==> src/rtl/game_state_ctrl.sv <==
// ---------------------------------------------------------------------------
// game_state_ctrl
//
// Top-level match sequencer for the ping-pong game. It keeps both players'
// scores, times the pause before each serve from the 1 ms tick, and drives
// game_state into the display mux. The ball is held at the centre whenever
// the match is not in live play.
//
// Parameters
//   WIN_SCORE  points needed to win, 1 .. (2**SCORE_W)-1
//   SERVE_MS   serve pause length in clk_1ms rising edges, >= 1
//   SCORE_W    width of each score counter
//
// Ports
//   clk          in   system (pixel) clock
//   reset        in   asynchronous reset, active low
//   clk_1ms      in   1 kHz square wave, asynchronous to clk
//   btn_start    in   debounced start/restart button level
//   miss_left    in   1-cycle pulse, ball passed the left paddle (player 1)
//   miss_right   in   1-cycle pulse, ball passed the right paddle (player 2)
//   game_state   out  00 idle, 01 play, 10 player-1 wins, 11 player-2 wins
//   ball_freeze  out  1 = ball held at centre
//   serve_dir    out  0 = serve toward left, 1 = serve toward right
//   score1       out  player-1 points
//   score2       out  player-2 points
// ---------------------------------------------------------------------------
module game_state_ctrl #(
  parameter int WIN_SCORE = 5,
  parameter int SERVE_MS  = 1000,
  parameter int SCORE_W   = 4
) (
  input  logic               clk,
  input  logic               reset,
  input  logic               clk_1ms,
  input  logic               btn_start,
  input  logic               miss_left,
  input  logic               miss_right,
  output logic [1:0]         game_state,
  output logic               ball_freeze,
  output logic               serve_dir,
  output logic [SCORE_W-1:0] score1,
  output logic [SCORE_W-1:0] score2
);

  // Serve counter only has to reach SERVE_MS-1; keep at least one bit.
  localparam int MS_W = (SERVE_MS > 1) ? $clog2(SERVE_MS) : 1;
  localparam logic [MS_W-1:0]    MS_LAST  = MS_W'(SERVE_MS - 1);
  // Comparing against WIN_SCORE-1 before incrementing means the win is
  // detected without the counter ever having to hold a wrapped value.
  localparam logic [SCORE_W-1:0] WIN_LAST = SCORE_W'(WIN_SCORE - 1);

  localparam logic [1:0] GS_IDLE  = 2'b00;
  localparam logic [1:0] GS_PLAY  = 2'b01;
  localparam logic [1:0] GS_P1WIN = 2'b10;
  localparam logic [1:0] GS_P2WIN = 2'b11;

  typedef enum logic [2:0] {
    ST_IDLE  = 3'd0,
    ST_SERVE = 3'd1,
    ST_PLAY  = 3'd2,
    ST_P1WIN = 3'd3,
    ST_P2WIN = 3'd4
  } state_t;

  state_t state_q;
  state_t state_next;

  logic            ms_sync1;
  logic            ms_sync2;
  logic            ms_prev;
  logic            tick_ms;
  logic            btn_prev;
  logic            start_p;
  logic [MS_W-1:0] ms_cnt;

  logic            miss_left_only;
  logic            miss_right_only;
  logic            miss_both;
  logic            serve_done;
  logic            p1_wins;
  logic            p2_wins;

  logic [1:0]      game_state_next;
  logic            ball_freeze_next;

  // clk_1ms crosses into the clk domain through two flops; a third flop
  // remembers the previous synchronised level so a registered rising-edge
  // pulse can be formed. The registered pulse lands three clk cycles after
  // clk_1ms rises.
  always_ff @(posedge clk or negedge reset) begin
    if (!reset) begin
      ms_sync1 <= 1'b0;
      ms_sync2 <= 1'b0;
      ms_prev  <= 1'b0;
      tick_ms  <= 1'b0;
    end else begin
      ms_sync1 <= clk_1ms;
      ms_sync2 <= ms_sync1;
      ms_prev  <= ms_sync2;
      tick_ms  <= ms_sync2 & ~ms_prev;
    end
  end

  // The button is already debounced and synchronous, so a single history
  // flop is enough for a rise detect. Because btn_prev clears on reset, a
  // button held through reset release starts exactly one game.
  always_ff @(posedge clk or negedge reset) begin
    if (!reset) begin
      btn_prev <= 1'b0;
    end else begin
      btn_prev <= btn_start;
    end
  end

  // Event decode shared by the next-state logic and the datapath, so both
  // always agree on what happened this cycle.
  always_comb begin
    start_p         = btn_start & ~btn_prev;
    miss_left_only  = miss_left & ~miss_right;
    miss_right_only = miss_right & ~miss_left;
    miss_both       = miss_left & miss_right;
    serve_done      = tick_ms && (ms_cnt == MS_LAST);
    p1_wins         = (score1 == WIN_LAST);
    p2_wins         = (score2 == WIN_LAST);
  end

  // State register.
  always_ff @(posedge clk or negedge reset) begin
    if (!reset) begin
      state_q <= ST_IDLE;
    end else begin
      state_q <= state_next;
    end
  end

  // Next-state logic. Misses only matter in live play; a miss by the left
  // player scores for player 2 and vice versa. Simultaneous misses are a
  // void rally. Any unused encoding falls back to IDLE.
  always_comb begin
    state_next = state_q;
    case (state_q)
      ST_IDLE, ST_P1WIN, ST_P2WIN: begin
        if (start_p) begin
          state_next = ST_SERVE;
        end
      end
      ST_SERVE: begin
        if (serve_done) begin
          state_next = ST_PLAY;
        end
      end
      ST_PLAY: begin
        if (miss_both) begin
          state_next = ST_SERVE;
        end else if (miss_left_only) begin
          state_next = p2_wins ? ST_P2WIN : ST_SERVE;
        end else if (miss_right_only) begin
          state_next = p1_wins ? ST_P1WIN : ST_SERVE;
        end
      end
      default: begin
        state_next = ST_IDLE;
      end
    endcase
  end

  // Output decode from the upcoming state, so the registered outputs change
  // on the same edge as the state register rather than one cycle later.
  always_comb begin
    game_state_next  = GS_IDLE;
    ball_freeze_next = 1'b1;
    case (state_next)
      ST_IDLE: begin
        game_state_next  = GS_IDLE;
        ball_freeze_next = 1'b1;
      end
      ST_SERVE: begin
        game_state_next  = GS_PLAY;
        ball_freeze_next = 1'b1;
      end
      ST_PLAY: begin
        game_state_next  = GS_PLAY;
        ball_freeze_next = 1'b0;
      end
      ST_P1WIN: begin
        game_state_next  = GS_P1WIN;
        ball_freeze_next = 1'b1;
      end
      ST_P2WIN: begin
        game_state_next  = GS_P2WIN;
        ball_freeze_next = 1'b1;
      end
      default: begin
        game_state_next  = GS_IDLE;
        ball_freeze_next = 1'b1;
      end
    endcase
  end

  // Registered display outputs.
  always_ff @(posedge clk or negedge reset) begin
    if (!reset) begin
      game_state  <= GS_IDLE;
      ball_freeze <= 1'b1;
    end else begin
      game_state  <= game_state_next;
      ball_freeze <= ball_freeze_next;
    end
  end

  // Match datapath: serve timer, scores and serve direction. The serve goes
  // toward the player who just lost the point; a void rally just swaps the
  // side. Scores are frozen on the win screens until a restart clears them.
  always_ff @(posedge clk or negedge reset) begin
    if (!reset) begin
      ms_cnt    <= '0;
      score1    <= '0;
      score2    <= '0;
      serve_dir <= 1'b1;
    end else begin
      case (state_q)
        ST_IDLE, ST_P1WIN, ST_P2WIN: begin
          if (start_p) begin
            score1 <= '0;
            score2 <= '0;
            ms_cnt <= '0;
          end
        end
        ST_SERVE: begin
          if (tick_ms) begin
            ms_cnt <= serve_done ? '0 : ms_cnt + 1'b1;
          end
        end
        ST_PLAY: begin
          if (miss_both) begin
            serve_dir <= ~serve_dir;
          end else if (miss_left_only) begin
            score2    <= score2 + 1'b1;
            serve_dir <= 1'b0;
          end else if (miss_right_only) begin
            score1    <= score1 + 1'b1;
            serve_dir <= 1'b1;
          end
        end
        default: begin
          ms_cnt <= '0;
        end
      endcase
    end
  end

endmodule

==> config.mk <==
export PLATFORM = sky130hd
export DESIGN_NAME = game_state_ctrl
export DESIGN_NICKNAME = d
export VERILOG_FILES = /design/src/rtl/game_state_ctrl.sv
export SDC_FILE = /design/constraint.sdc
export NUM_CORES = 1
export LEC_CHECK = 0
export BUFFER_PORTS_ARGS = -buffer_cell sky130_fd_sc_hd__buf_2
export CAP_MARGIN = 30
export CORE_MARGIN = 2
export CORE_UTILIZATION = 60
export DETAILED_ROUTE_END_ITERATION = 6
export GPL_TIMING_DRIVEN = 0
export MAX_ROUTING_LAYER = met4
export PLACE_DENSITY_LB_ADDON = 0.05
export SYNTH_ARGS = -nofsm -noshare
export SYNTH_HDL_FRONTEND = slang
export SYNTH_SLANG_ARGS = --single-unit
==> constraint.sdc <==
create_clock -name clk -period 4.7 [get_ports clk]
set_input_delay 0.705 -clock clk [delete_from_list [all_inputs] [get_ports clk]]
set_output_delay 0.705 -clock clk [all_outputs]
set_load 0.01 [all_outputs]
Word-level counts from Yosys, hierarchy flattened
Cells that the tools add are included.
{ "totals": {"regBits": 30, "wordCells": 78, "inputBits": 6, "output_inout_bits": 12} }
{ "op_classes": {"n_mux": 25, "reduce_logical": 10, "n_eq_ne": 17, "add_sub_neg": 3, "bitwise_logic": 11} }
{ "ops": {"columns": ["cell", "count"], "rows": [
  ["$mux 10", 3],
  ["$pmux 10 s3", 1],
  ["$mux 4", 6],
  ["$mux 3", 6],
  ["$pmux 4 s2", 2],
  ["$eq 3x2->1 const B", 4],
  ["$ne 2x2->1 const B", 6],
  ["$add 10x1->10 const B", 1],
  ["$eq 10x10->1 const B", 1],
  ["$pmux 3 s3", 1],
  ["$add 4x1->4 const B", 2],
  ["$eq 4x3->1 const B", 2],
  ["$eq 3x1->1 const B", 2],
  ["$eq 3x3->1 const B", 2],
  ["$not 1->1", 6],
  ["$pmux 2 s3", 1],
  ["$and 1x1->1", 5],
  ["$reduce_and 5->1", 1],
  ["$mux 1", 4],
  ["$reduce_and 4->1", 1],
  ["$logic_not 3->1", 1],
  ["$reduce_and 3->1", 1],
  ["$reduce_bool 3->1", 1],
  ["$reduce_or 3->1", 1],
  ["other kinds (5)", 5]
]} }

Depth between registers and ports, before layout
{ "logic_depth": {"depth_word": 9, "ltp_mapped": 7, "mapped_depth_nobuf": 7} }

Least setup slack after synthesis
OpenSTA, ideal clock, no wires.
{ "synth_path": {"path_type": "input-to-reg", "from": "input port btn_start", "to": "register ms_cnt[9]", "stages": 6, "t_arrival_ns": 1.676, "path_buffers": 1, "slack_ns": 2.920, "path_cell_list": "nor2b_1 > o21a_1 > o22ai_1 > or2_1 > buf_6 > o41ai_2"} }
{ "synth_via": {"elab_chain_cells": 3} }
{ "synth_rtl": {"columns": ["element", "line", "source"], "rows": [
  ["start, declared", "35", "input logic btn_start,"],
  ["$and 1x1->1", "118", "start_p = btn_start & ~btn_prev;"],
  ["$ne 2x2->1 (no line)", null, null],
  ["$reduce_and 3->1 (no line)", null, null],
  ["end signal, assigned", "231", "ms_cnt <= serve_done ? '0 : ms_cnt + 1'b1;"],
  ["end, declared", "74", "logic [MS_W-1:0] ms_cnt;"]
]} }
No other way between the ends.
A chain may end at the register's enable or synchronous reset.

Worst setup path after layout
{ "layout_path": {"from": "register state_q[0]", "to": "register game_state[0]"} }
{ "layout_via": {"elab_chain_cells": 7, "elab_cells_between_ends": 18, "cone_classes": "eq/ne (8); mux (7); reduce/logical (3)"} }
{ "layout_rtl": {"columns": ["element", "line", "source"], "rows": [
  ["start, declared", "65", "state_t state_q;"],
  ["start signal, assigned", "132", "state_q <= state_next;"],
  ["$mux 3", "157", "end else if (miss_right_only) begin"],
  ["$mux 3", "155", "end else if (miss_left_only) begin"],
  ["$mux 3", "153", "if (miss_both) begin"],
  ["$pmux 3 s3 *", "141", "case (state_q)"],
  ["$eq 3x2->1 or $eq 3x1->1 (tied branches)", "172", "case (state_next)"],
  ["$reduce_or 2->1 (no line)", null, null],
  ["$pmux 2 s3 *", "172", null],
  ["via game_state_next[0]", "83", "logic [1:0] game_state_next;"],
  ["end signal, assigned", "206", "game_state <= game_state_next;"],
  ["end, declared", "38", "output logic [1:0] game_state,"]
]} }
Mark *: on every way through the listed nets, which the timed path passes. The rest lies on a longest branch.

==> metrics.csv <==
stage,metric,value,unit
outcome,outcome,finished clean,
detailed_routing,route.top_layer_used,met4,
synth,synth_top_area_share,44.44,%
power_and_ir_drop,ir_worst_vdd,0.0003092,V
floorplanning,core_area,0.002477,mm²
placed_design,place_area,0.001699,mm²
finish,antenna_cells,0,
worst_setup_path,crit_arrival,2120,ps
synth,synth_area_leader_cell,dfrtp_1,
worst_hold_path,hold_start,ms_sync1$_DFF_PN0_,
detailed_routing,drc_errors,0,
worst_setup_path,critPathCaptureType,flip-flop,
power_and_ir_drop,p_leak,0.0007837,µW
global_route,grt_usage,23.10,%
synth,synth-seq-cells,30,
clock_network,ctsHoldBuffers,0,
floorplanning,fp.dieArea,0.003054,mm²
floorplanning,die_y,55.26,µm
power_and_ir_drop,pwr-share-clk,24.1,%
detailed_routing,met2RoutedLength,1366,µm
sta,worst_pin_slew,656.3,ps
clock_network,ctsResizeCount,0,
global_route,antenna_found_initial,0,
worst_setup_path,critPathLaunch,state_q[0]$_DFF_PN0_,
detailed_routing,dr_wl_met3,109,µm
synth,ys.warnings.count,0,
clock_network,clockRootBuffer,clkbuf_4,
sta,clock_skew,10.85,ps
synth,yosysSeqAreaShare,47.78,%
detailed_routing,dr.pass1.iters,4,
sta,rsz0062_at_grt,false,
clock_network,clock_path_buffers,2,
worst_setup_path,required,4970,ps
clock_network,post-cts-setup-buffer-count,0,
worst_setup_path,worstSetupStartpointType,flip-flop,
clock_network,numClockSinks,30,
sta,finalHoldViolCount,0,
finish,fin_nets,189,
clock_network,cts_tree,built,
clock_network,htree_levels,2,
synth,synth_fa_ha_area_share,3.968,%
job,maxCapViolations,0,
power_and_ir_drop,finalPower,690.6,µW
synth,synthMuxAreaShare,0,%
finish,drive_gt1_share,21.23,%
finish,syn2layout_area_growth,11.83,%
sta,clock.fmax,540.5,MHz
detailed_routing,via_count,1253,
synth,synthTopCellsByArea,"dfrtp_1 44%, o21ai_0 5.1%, ha_1 4.0%",
power_and_ir_drop,p_int,451.7,µW
synth,synth-simple-area-share,19.76,%
worst_setup_path,critPathKind,flip-flop to flip-flop,
synth,ys_types,41,
worst_setup_path,ff2ff_path_depth,7,
sta,final.min_clock_period,1850,ps
worst_setup_path,worstReg2RegStart,state_q[0]$_DFF_PN0_,
synth,synth_xor_area_share,0,%
power_and_ir_drop,swShare,34.59,%
sta,drv_slew,0,
sta,setup_viol,0,
placed_design,port_buffers,17,
power_and_ir_drop,powerDensity,391.7,mW/mm²
detailed_routing,ant_nets,0,
synth,synth_top_family_by_area,compound AO/OA/AOI/OAI gates,
floorplanning,start_util,63.64,%
finish,design_area,0.001763,mm²
synth,synth_compound_area_share,23.41,%
synth,synth_area,0.001577,mm²
clock_network,cts_buffers,5,
synth,syn-instance-count,154,
worst_hold_path,hp-class,flip-flop to flip-flop,
clock_network,insertion_delay,330,ps
placed_design,place.gp.congestion,0.8078,
power_and_ir_drop,sequentialPowerShare,46.3,%
floorplanning,floorplan.die.width,55.26,µm
sta,finalCritPeriodShare,39.36,%
floorplanning,fp-row-count,18,
power_and_ir_drop,combPwrFrac,29.6,%
global_route,grt_max_degree,31,
synth,syn-num-nets,165,
floorplanning,ios,18,
global_route,overflow,0,
detailed_routing,wl_met1,1460,µm
detailed_routing,routedWlPerCell,14.34,µm
detailed_routing,drt-total-wl,2998,µm
worst_hold_path,holdPathStages,0,
global_route,grt_pass1_vias,1256,
sta,max_slew_margin,56.25,%
global_route,grt_first_pass_wirelength,5416,µm
placed_design,dp_hpwl,2129,µm
clock_network,clkTransAtPathRegs,110,ps
sta,final.setup.tns,0,ps
detailed_routing,first_iter_violations,34,
power_and_ir_drop,p_sw,238.9,µW
detailed_routing,vias_per_cell,5.995,
synth,syn-mean-instance-area,10.24,µm²
worst_setup_path,cp_max_fo,10,
[layout by cell type, fill, tap and decap left out, drive strengths merged, types with 2 or more instances in the layout]
cell,count
o31ai,8
nor2,8
dfstp,2
a32o,2
o21ai,16
buf,21
nand2,9
inv,9
ha,5
nor3b,2
nand3b,3
a31oi,4
nand2b,2
and3,2
nand4,3
a21oi,7
a21o,2
a21bo,2
clkbuf,8
dfrtp,28
o21bai,2
nor2b,6
nor3,2
nand3,10
o22ai,2
[critical path, stage by stage, from the launching register on]
cell and delay (ps):
dfrtp_1 390, buf_6 140, or3b_1 370, buf_2 180, a211oi_1 290, a31oi_1 120
a21o_1 200, nand3b_1 100
[layer usage]
layer / vias to the layer above / global-route usage, %
met5: - / -
met4: 0 / 10.45
met3: 8 / 6.557
met2: 26 / 35.37
met1: 606 / 28.48
li1: 613 / -
[path summary, 6_finish.rpt]
path | slack, ps | to
max in group asynchronous | 3880 | score1[0]$_DFFE_PN0P_
hold / removal | 370 | ms_sync2$_DFF_PN0_
setup reg to reg | 2850 | game_state[0]$_DFF_PN0_
hold reg to reg | 370 | ms_sync2$_DFF_PN0_
min in group asynchronous | 380 | state_q[2]$_DFF_PN0_
setup / recovery | 2850 | game_state[0]$_DFF_PN0_
[cells by family after synthesis]
kind of cell | after synthesis
AO/OA/AOI/OAI | 51
AND/OR/NAND/NOR | 53
buffers and inverters | 15
flip-flops | 30
adder cells (fa/ha/maj) | 5
[through the flow]
step | worst slack, ps | instances | utilization (%) | hold WS [ps]
2_1_floorplan | 2920 | 154 | - | 331.2
3_3_place_gp | 2680 | 201 | 68.59 | 335.0
3_5_place_dp | 2625 | 201 | 68.59 | 337.8
4_1_cts | 2855 | 209 | 71.16 | 369.4
5_1_grt | 2758 | 209 | 71.16 | 386.2
6_report | 2850 | 209 | 71.16 | 369.9
[power groups by stage]
stage          clock, µW  combinational (µW)  sequential [µW]
2_1_floorplan          0                 150              321
3_3_place_gp           0                 194              321
4_1_cts              171                 205              319
6_report             166                 204              320
3_5_place_dp           0                 203              324
5_1_grt              184                 228              324
[cell usage after synthesis (all sizes together)]
| master | count |
|---|---|
| nand3 | 10 |
| nor3b | 2 |
| o21a | 1 |
| nand2b | 2 |
| dfstp | 2 |
| a21oi | 7 |
| a22oi | 1 |
| nand3b | 3 |
| nor2b | 6 |
| ha | 5 |
| nor4b | 1 |
| o31ai | 8 |
| and3 | 2 |
| o21bai | 2 |
| buf | 4 |
| and4b | 1 |
| or2 | 1 |
| a32o | 2 |
| a21bo | 2 |
| nand2 | 9 |
| o21ai | 16 |
| a211oi | 1 |
| clkbuf | 2 |
| nor2 | 8 |
| inv | 9 |
| nand4bb | 1 |
| a21o | 2 |
| o22ai | 2 |
| nand4 | 3 |
| a31oi | 4 |
| dfrtp | 28 |
| o311ai | 1 |
| a21boi | 1 |
| or3b | 1 |
| nor3 | 2 |
| and2 | 1 |
| o41ai | 1 |
[layout make-up]
cell class | count | area, µm²
clock inverter | 2 | 12.51
multi-input combinational | 109 | 743.2
timing repair buffer | 17 | 85.08
inverter | 9 | 33.78
clock buffer | 6 | 51.30
sequential | 30 | 753.2
tap | 30 | 37.54
buffer | 6 | 46.29
fill | 188 | 714.4
[sequential cells by signal, summed over array words and instances, names as in the netlist, 2 cells and up]
name	cells
ms_cnt	10
score1	4
score2	4
state_q	3
game_state	2
Note: power is estimated with default switching activity, not from simulation.
